[src/rtl/multicycle_ctrl.sv]
// rtl/multicycle_ctrl.sv - multi-cycle control FSM for the single-ALU datapath
module multicycle_ctrl #(
  parameter logic [3:0] ADD_CODE = 4'b0010,
  parameter logic [3:0] SUB_CODE = 4'b0110,
  parameter logic [3:0] NOP_CODE = 4'b1111
) (
  input  logic        clk,
  input  logic        reset_n,
  input  logic [5:0]  opcode,
  input  logic [5:0]  funct,
  input  logic        zero,
  input  logic        mem_ready,
  output logic [3:0]  alu_ctrl,
  output logic        alu_src_a,
  output logic [1:0]  alu_src_b,
  output logic        pc_write,
  output logic [1:0]  pc_src,
  output logic        ir_write,
  output logic        mem_read,
  output logic        mem_write,
  output logic        i_or_d,
  output logic        reg_write,
  output logic        reg_dst,
  output logic        mem_to_reg,
  output logic        illegal,
  output logic [31:0] retired
);

  localparam logic [5:0] OP_R    = 6'b000000;
  localparam logic [5:0] OP_ADDI = 6'b001000;
  localparam logic [5:0] OP_LW   = 6'b100011;
  localparam logic [5:0] OP_SW   = 6'b101011;
  localparam logic [5:0] OP_BEQ  = 6'b000100;
  localparam logic [5:0] OP_J    = 6'b000010;
  localparam logic [5:0] FN_ADD  = 6'b100000;

  typedef enum logic [3:0] {
    IDLE, FETCH, DECODE, EX_R, EX_ADDR, EX_BR, EX_J, MEM_RD, MEM_WR, WB_ALU, WB_MEM
  } state_t;

  state_t state, state_nx;
  logic   retire;
  logic   bad_op;

  always_comb begin
    state_nx = state;
    bad_op   = 1'b0;
    case (state)
      IDLE:    state_nx = FETCH;
      FETCH:   state_nx = mem_ready ? DECODE : FETCH;
      DECODE: begin
        case (opcode)
          OP_R: begin
            if (funct == FN_ADD) state_nx = EX_R;
            else begin
              state_nx = FETCH;
              bad_op   = 1'b1;
            end
          end
          OP_ADDI, OP_LW, OP_SW: state_nx = EX_ADDR;
          OP_BEQ:                state_nx = EX_BR;
          OP_J:                  state_nx = EX_J;
          default: begin
            state_nx = FETCH;
            bad_op   = 1'b1;
          end
        endcase
      end
      EX_R:    state_nx = WB_ALU;
      EX_ADDR: state_nx = (opcode == OP_LW) ? MEM_RD : (opcode == OP_SW) ? MEM_WR : WB_ALU;
      EX_BR:   state_nx = FETCH;
      EX_J:    state_nx = FETCH;
      MEM_RD:  state_nx = mem_ready ? WB_MEM : MEM_RD;
      MEM_WR:  state_nx = mem_ready ? FETCH : MEM_WR;
      WB_ALU:  state_nx = FETCH;
      WB_MEM:  state_nx = FETCH;
      default: state_nx = IDLE;
    endcase
  end

  assign retire = (state == EX_BR) || (state == EX_J) || (state == WB_ALU) ||
                  (state == WB_MEM) || ((state == MEM_WR) && mem_ready);

  // The PC/IR strobes depend on same-cycle inputs, so they stay combinational.
  assign ir_write = (state == FETCH) && mem_ready;
  assign pc_write = ((state == FETCH) && mem_ready) || ((state == EX_BR) && zero) ||
                    (state == EX_J);

  // Moore outputs are registered from the next state so they line up with it.
  always_ff @(posedge clk or negedge reset_n) begin
    if (!reset_n) begin
      state      <= IDLE;
      alu_ctrl   <= NOP_CODE;
      alu_src_a  <= 1'b0;
      alu_src_b  <= 2'b00;
      pc_src     <= 2'b00;
      mem_read   <= 1'b0;
      mem_write  <= 1'b0;
      i_or_d     <= 1'b0;
      reg_write  <= 1'b0;
      reg_dst    <= 1'b0;
      mem_to_reg <= 1'b0;
      illegal    <= 1'b0;
      retired    <= 32'd0;
    end else begin
      state      <= state_nx;
      alu_ctrl   <= NOP_CODE;
      alu_src_a  <= 1'b0;
      alu_src_b  <= 2'b00;
      pc_src     <= 2'b00;
      mem_read   <= 1'b0;
      mem_write  <= 1'b0;
      i_or_d     <= 1'b0;
      reg_write  <= 1'b0;
      reg_dst    <= 1'b0;
      mem_to_reg <= 1'b0;
      if (bad_op) illegal <= 1'b1;
      if (retire) retired <= retired + 32'd1;
      case (state_nx)
        FETCH: begin
          mem_read  <= 1'b1;
          alu_src_b <= 2'b01;
          alu_ctrl  <= ADD_CODE;
        end
        DECODE: begin
          alu_src_b <= 2'b11;
          alu_ctrl  <= ADD_CODE;
        end
        EX_R: begin
          alu_src_a <= 1'b1;
          alu_ctrl  <= ADD_CODE;
        end
        EX_ADDR: begin
          alu_src_a <= 1'b1;
          alu_src_b <= 2'b10;
          alu_ctrl  <= ADD_CODE;
        end
        EX_BR: begin
          alu_src_a <= 1'b1;
          alu_ctrl  <= SUB_CODE;
          pc_src    <= 2'b01;
        end
        EX_J:   pc_src <= 2'b10;
        MEM_RD: begin
          mem_read <= 1'b1;
          i_or_d   <= 1'b1;
        end
        MEM_WR: begin
          mem_write <= 1'b1;
          i_or_d    <= 1'b1;
        end
        WB_ALU: begin
          reg_write <= 1'b1;
          reg_dst   <= (opcode == OP_R);
        end
        WB_MEM: begin
          reg_write  <= 1'b1;
          mem_to_reg <= 1'b1;
        end
        default: ;
      endcase
    end
  end

endmodule
[config.mk]
export PLATFORM = sky130hd
export DESIGN_NAME = multicycle_ctrl
export DESIGN_NICKNAME = d
export VERILOG_FILES = /design/src/rtl/multicycle_ctrl.sv
export SDC_FILE = /design/constraint.sdc
export NUM_CORES = 1
export LEC_CHECK = 0
export ABC_AREA = 1
export CAP_MARGIN = 5
export CELL_PAD_IN_SITES_DETAIL_PLACEMENT = 1
export CELL_PAD_IN_SITES_GLOBAL_PLACEMENT = 1
export CORE_MARGIN = 8
export CORE_UTILIZATION = 33
export CTS_CLUSTER_DIAMETER = 80
export DETAILED_ROUTE_END_ITERATION = 10
export PLACE_DENSITY_LB_ADDON = 0.1
export SLEW_MARGIN = 20
export SYNTH_ARGS = -nofsm -noshare
export SYNTH_HDL_FRONTEND = slang
export SYNTH_SLANG_ARGS = --single-unit
[constraint.sdc]
create_clock -name clk -period 1.6 [get_ports clk]
set_input_delay 0.48 -clock clk [delete_from_list [all_inputs] [get_ports clk]]
set_output_delay 0.48 -clock clk [all_outputs]
set_load 0.005 [all_outputs]
==> results.cfg, run 1 <==
[status]
status = finished with violations
violations = negative setup slack

[sta]
period_needed_ps = 1850
rsz0062_at_grt = true
setup_slack_ps = -245
hold_slack_ps = 145
setup_viol = 38
max-slew-margin-rel = 0.672
worst_pin_slew_ps = 488
skew_ps = 4.27
hold_violations = 0
finalCritPeriodShare = 1.15
slew_violations = 0
fin_tns_setup_ps = -3530
max_freq_ghz = 0.542

[clocking]
numCtsBuffers = 5
cts_root_buf = clkbuf_8
clk_pin_slew_worst_paths_ps = 100
clk_path_buf_depth = 2
cts_tree = built
clkSinkCount = 50
htreeDepth = 2
insertion_delay_ps = 310
holdBufCountCts = 0

[layout]
insertedDiodeCount = 0
final_util = 0.609
seq_area_um2 = 1260
layout-drive-gt1-share = 0.473
largest_reg_flops = 32
multi_input_area_um2 = 1880
largestRegisters = retired x32, state x4
layout_common_cells = buf_4, nand2_1, dlygate4sd2_1
largest_register = retired
layout_commonest_cell = buf_4
layout.nets = 563
fill_cells = 992
synthToLayoutAreaGrowth_pct = 82.7

[floorplanning]
floorplan.initialDensity = 0.333
die_w_um = 109
core_area_um2 = 8550
dieArea_um2 = 11900
rows = 34
ios = 66
fp.dieH_um = 109

[pwr]
power_mw = 6.23
ir_drop_uv = 753
p_leak_nw = 2.63
cellPowerDensity_nw_per_um2 = 1200

[routing]
vias = 3120
firstDrtPassIters = 4
post_drt_via_cell_ratio = 4.76
drt-initial-drc-count = 62
drc = 0
ant_nets = 0
drt_wl_total_um = 11100
avgRoutedWirePerCell_um = 17.0

[yosys]
ys_ff_latch = 50
synthTopCellsByArea = dfrtp_1, nand2_1, inv_1
synth_top_area_frac = 0.421
synth_cells = 365
async_reset_ff_frac = 1.00
yosysTopAreaCell = dfrtp_1
synthFlopType = dfrtp_1
postSynthAreaPerCell_um2 = 7.81
yosysUniqueCellTypes = 31
syn_nets = 382
yosysSeqAreaShare = 0.440
syn_area_um2 = 2850
synth-edff-count = 0
yosysWarningCount = 0

[global_route]
grt_pass1_wl_um = 16000
overflow = 0
grt_max_degree = 51
grt_pass1_vias = 3338
antenna_found_initial = 0
grt_use_total = 0.168

[setup_path]
crit_type = reg -> out
critPathMaxFanout = 4
crit_path_end_kind = output pin
cp.required_ps = 1120
cp.arrival_ps = 1370
worst_setup_path_start_kind = flip-flop

[job]
drv_cap = 0

[place]
io_buffer_count = 64
routabilityCongestion = 0.859
dp_hpwl_um = 6610

[hold_path]
worst_hold_path_type = in -> async
==> power by group <==
part	internal, mW	switching (mW)
Sequential	1.51	0.141
Combinational	1.76	1.86
Clock	0.470	0.485
Total	3.74	2.49
==> path summary, 6_finish.rpt <==
kind / start / endpoint / slack (ps) / cells after the start
min in group clk: illegal / illegal / 480 / 1
worst max-delay path: state[3] / pc_write / -250 / 5
worst min-delay path: reset_n / retired[8] / 150 / 2
worst max register to register: state[0] / reg_dst / -210 / 14
worst min register to register: illegal / illegal / 480 / 1
max in group asynchronous: reset_n / alu_ctrl[0] / 1160 / 2
==> stage by stage <==
stage / worst slack, ps / std cells / cell area (µm²)
global placement: -649 / 584 / 3980
floorplan: 37.5 / 365 / 2850
global route: -353 / 655 / 5210
finish: -245 / 655 / 5210
detailed placement: -655 / 584 / 3980
CTS: -266 / 637 / 4710
==> critical path, stage by stage (launching register included) <==
cell	delay, ps
dfrtp_2	450
nor2_4	170
nand3_2	120
buf_6	140
o31ai_4	40
buf_2	150
==> cell type report <==
type / instances / area share
multi-input combinational: 251 / 0.361
clock buffer: 5 / 0.0132
timing repair buffer: 178 / 0.303
inverter: 60 / 0.0461
tap: 108 / 0.0259
clock inverter: 3 / 0.00841
sequential: 50 / 0.242
==> routing by layer <==
| layer | wire, µm | global-route usage | up-vias |
|---|---|---|---|
| met4 | 326 | 0.0362 | 0 |
| li1 | - | - | 1481 |
| met3 | 323 | 0.0266 | 23 |
| met5 | 0 | 0 | - |
| met1 | 4050 | 0.177 | 1551 |
| met2 | 6430 | 0.338 | 65 |
==> cell usage after synthesis, types with 2 or more instances <==
library cell	number
nor4_1	2
dfrtp_1	48
nor2_4	4
nand2_2	4
buf_4	2
nand2_4	3
inv_1	57
xor2_1	21
a21oi_1	3
nor2_1	47
nand3b_1	2
nand2_1	91
inv_2	3
nor2_2	7
nand3_2	5
nand4_1	12
nor3_1	9
nor3_2	2
o21ai_0	4
xnor2_1	5
nor4_2	2
nand3_1	22
dfstp_2	2
==> timing repair <==
| action | 4_1_cts | 5_1_grt |
|---|---|---|
| endpoints found under the setup margin | 88 | 52 |
| gates resized for setup | 156 | 106 |
| buffers inserted | 46 | 20 |
| pin swaps | 31 | 33 |
==> cell families after synthesis <==
group / after synthesis / synth area share
xor gates and xnor gates: 26 / 0.0799
buffers and inverters: 64 / 0.0913
other: 1 / 0.00132
AOI/OAI and AO/OA: 10 / 0.0233
DFF: 50 / 0.440
adders and majority gates: 1 / 0.00439
and+or+nand+nor: 213 / 0.360
(Power assumes the default switching activity.)
==> inputs of run 2 (changes only) <==
- SLEW_MARGIN: 20 -> not set
==> results of run 2 <==
Final layout, timing and power as in run 1 (identical DEF).
==> inputs of run 3 (changes only) <==
- CELL_PAD_IN_SITES_DETAIL_PLACEMENT: 1 -> 0
- CELL_PAD_IN_SITES_GLOBAL_PLACEMENT: 1 -> 2
- CORE_UTILIZATION: 33 -> 26
- GPL_TIMING_DRIVEN: not set -> 0
==> results.cfg, run 3 (synthesis gave the netlist of run 1 again) <==
[sta]
finalCritPeriodShare = 1.14
fin_tns_setup_ps = -4760
setup_viol = 36
period_needed_ps = 1830
setup_slack_ps = -227
hold_violations = 0
slew_violations = 0
rsz0062_at_grt = true
skew_ps = 14.0
max_freq_ghz = 0.547

[clocking]
cts_tree = built
clk_pin_slew_worst_paths_ps = 90
holdBufCountCts = 0
htreeDepth = 2
clkSinkCount = 50
insertion_delay_ps = 310
numCtsBuffers = 5
clk_path_buf_depth = 2
cts_root_buf = clkbuf_8

[routing]
ant_nets = 0
drt-initial-drc-count = 95
firstDrtPassIters = 4
drt_wl_total_um = 8910
drc = 0
vias = 2762
post_drt_via_cell_ratio = 4.24
avgRoutedWirePerCell_um = 13.7

[setup_path]
timing.rr.end = mem_read
cp.required_ps = 1120
crit_type = reg -> out
cp-endpoint = pc_write
crit_path_end_kind = output pin
r2r_start = state[1]
cp.arrival_ps = 1350
critPathMaxFanout = 4
crit_path_top_delay_cell = dfrtp_2
crit_family = flip-flops
rrSetupSlack_ps = -210
worst_setup_path_start_kind = flip-flop
cpPeakStageDelay_ps = 440
cp_num_cells = 5
rr_worst_depth = 12
crit_start = state[1]
crit_chain = buf_6 > nor2_4 > nand3_4 > o31ai_4 > buf_2
cp_num_buf_inv = 2

[status]
violations = negative setup slack
status = finished with violations

[place]
pre_cts_slack_ps = -784
postPlaceCellArea_um2 = 3680
io_buffer_count = 64
dp_hpwl_um = 6300
routabilityCongestion = 0.783

[floorplanning]
fp.dieH_um = 121
dieArea_um2 = 14600
floorplan.initialDensity = 0.264
die_w_um = 121
rows = 38
core_area_um2 = 10800
ios = 66

[layout]
synthToLayoutAreaGrowth_pct = 69.7
insertedDiodeCount = 0
layout-drive-gt1-share = 0.402
largestRegisters = retired x32, state x4
final_area_um2 = 4840
largest_reg_flops = 32
layout_commonest_cell = nand2_1
layout.nets = 528
largest_register = retired
layout_common_cells = nand2_1, buf_4, dlygate4sd2_1

[hold_path]
worst_hold_path_type = in -> async

[pwr]
p_int_mw = 3.63
clkPwrFrac = 0.192
p_sw_frac = 0.369
p_sw_mw = 2.12
cellPowerDensity_nw_per_um2 = 1190
power_frac_comb = 0.527
ir_drop_uv = 654
seq_power_share = 0.280
p_leak_nw = 2.43

[global_route]
antenna_found_initial = 0
overflow = 0
grt_pass1_wl_um = 14400
grt_pass1_vias = 2886
grt_max_degree = 37
grt_use_total = 0.124

[job]
drv_cap = 0
[run 3: cell types whose count changed in the layout (fill, tap and decap cells not counted), sizes merged]
cell	delta
buf	-37
bufinv	+1
clkbuf	+2
clkdlybuf4s15	-5
clkinv	-2
dlygate4sd2	+6
[run 3: repair_timing]
item / in CTS / in global routing
buffers inserted: 54 / 20
gates cloned: 1 / 1
setup endpoints to repair: 84 / 47
pin swaps: 10 / 35
endpoints found under the hold margin: 0 / 0
gates resized for setup: 109 / 105
[run 3: how the worst min path moves through the flow]
stage	from	end	slack [ps]	cells after the start
3_3_place_gp	illegal	illegal	470	1
3_5_place_dp	reset_n	mem_write	420	1
6_report	reset_n	mem_write	80	1
5_1_grt	reset_n	mem_write	90	1
2_1_floorplan	reset_n	alu_src_a	180	0
4_1_cts	reset_n	mem_write	90	1
[run 3: cell type report]
class | instances | area, µm²
timing repair buffer | 140 | 1220
fill | 1098 | 5950
clock inverter | 2 | 60.1
inverter | 60 | 238
sequential | 50 | 1260
buffer | 3 | 30.0
tap | 140 | 175
clock buffer | 6 | 82.6
multi-input combinational | 251 | 1770
[run 3: power groups by stage]
stage / clock network (mW) / logic [mW] / registers [mW]
floorplan: 0 / 0.961 / 1.69
global placement: 0 / 1.75 / 1.69
detailed placement: 0 / 1.75 / 1.69
CTS: 1.15 / 2.42 / 1.61
global route: 1.20 / 3.28 / 1.64
finish: 1.11 / 3.03 / 1.61
[run 3: metal layers]
| layer | global-route usage | routed length, µm | part of all wire |
|---|---|---|---|
| met5 | 0 | 0 | 0 |
| met4 | 0.0304 | 80 | 0.0090 |
| met3 | 0.0350 | 456 | 0.051 |
| met2 | 0.185 | 3870 | 0.43 |
| met1 | 0.171 | 4510 | 0.51 |
[run 3: metrics by stage]
step / hold slack, ps / std cells / power (mW) / utilization
floorplan: 184 / 365 / 2.65 / -
global placement: 467 / 569 / 3.44 / 0.340
detailed placement: 417 / 570 / 3.44 / 0.341
CTS: 85.1 / 633 / 5.18 / 0.401
global route: 90.3 / 652 / 6.12 / 0.448
finish: 76.9 / 652 / 5.75 / 0.448
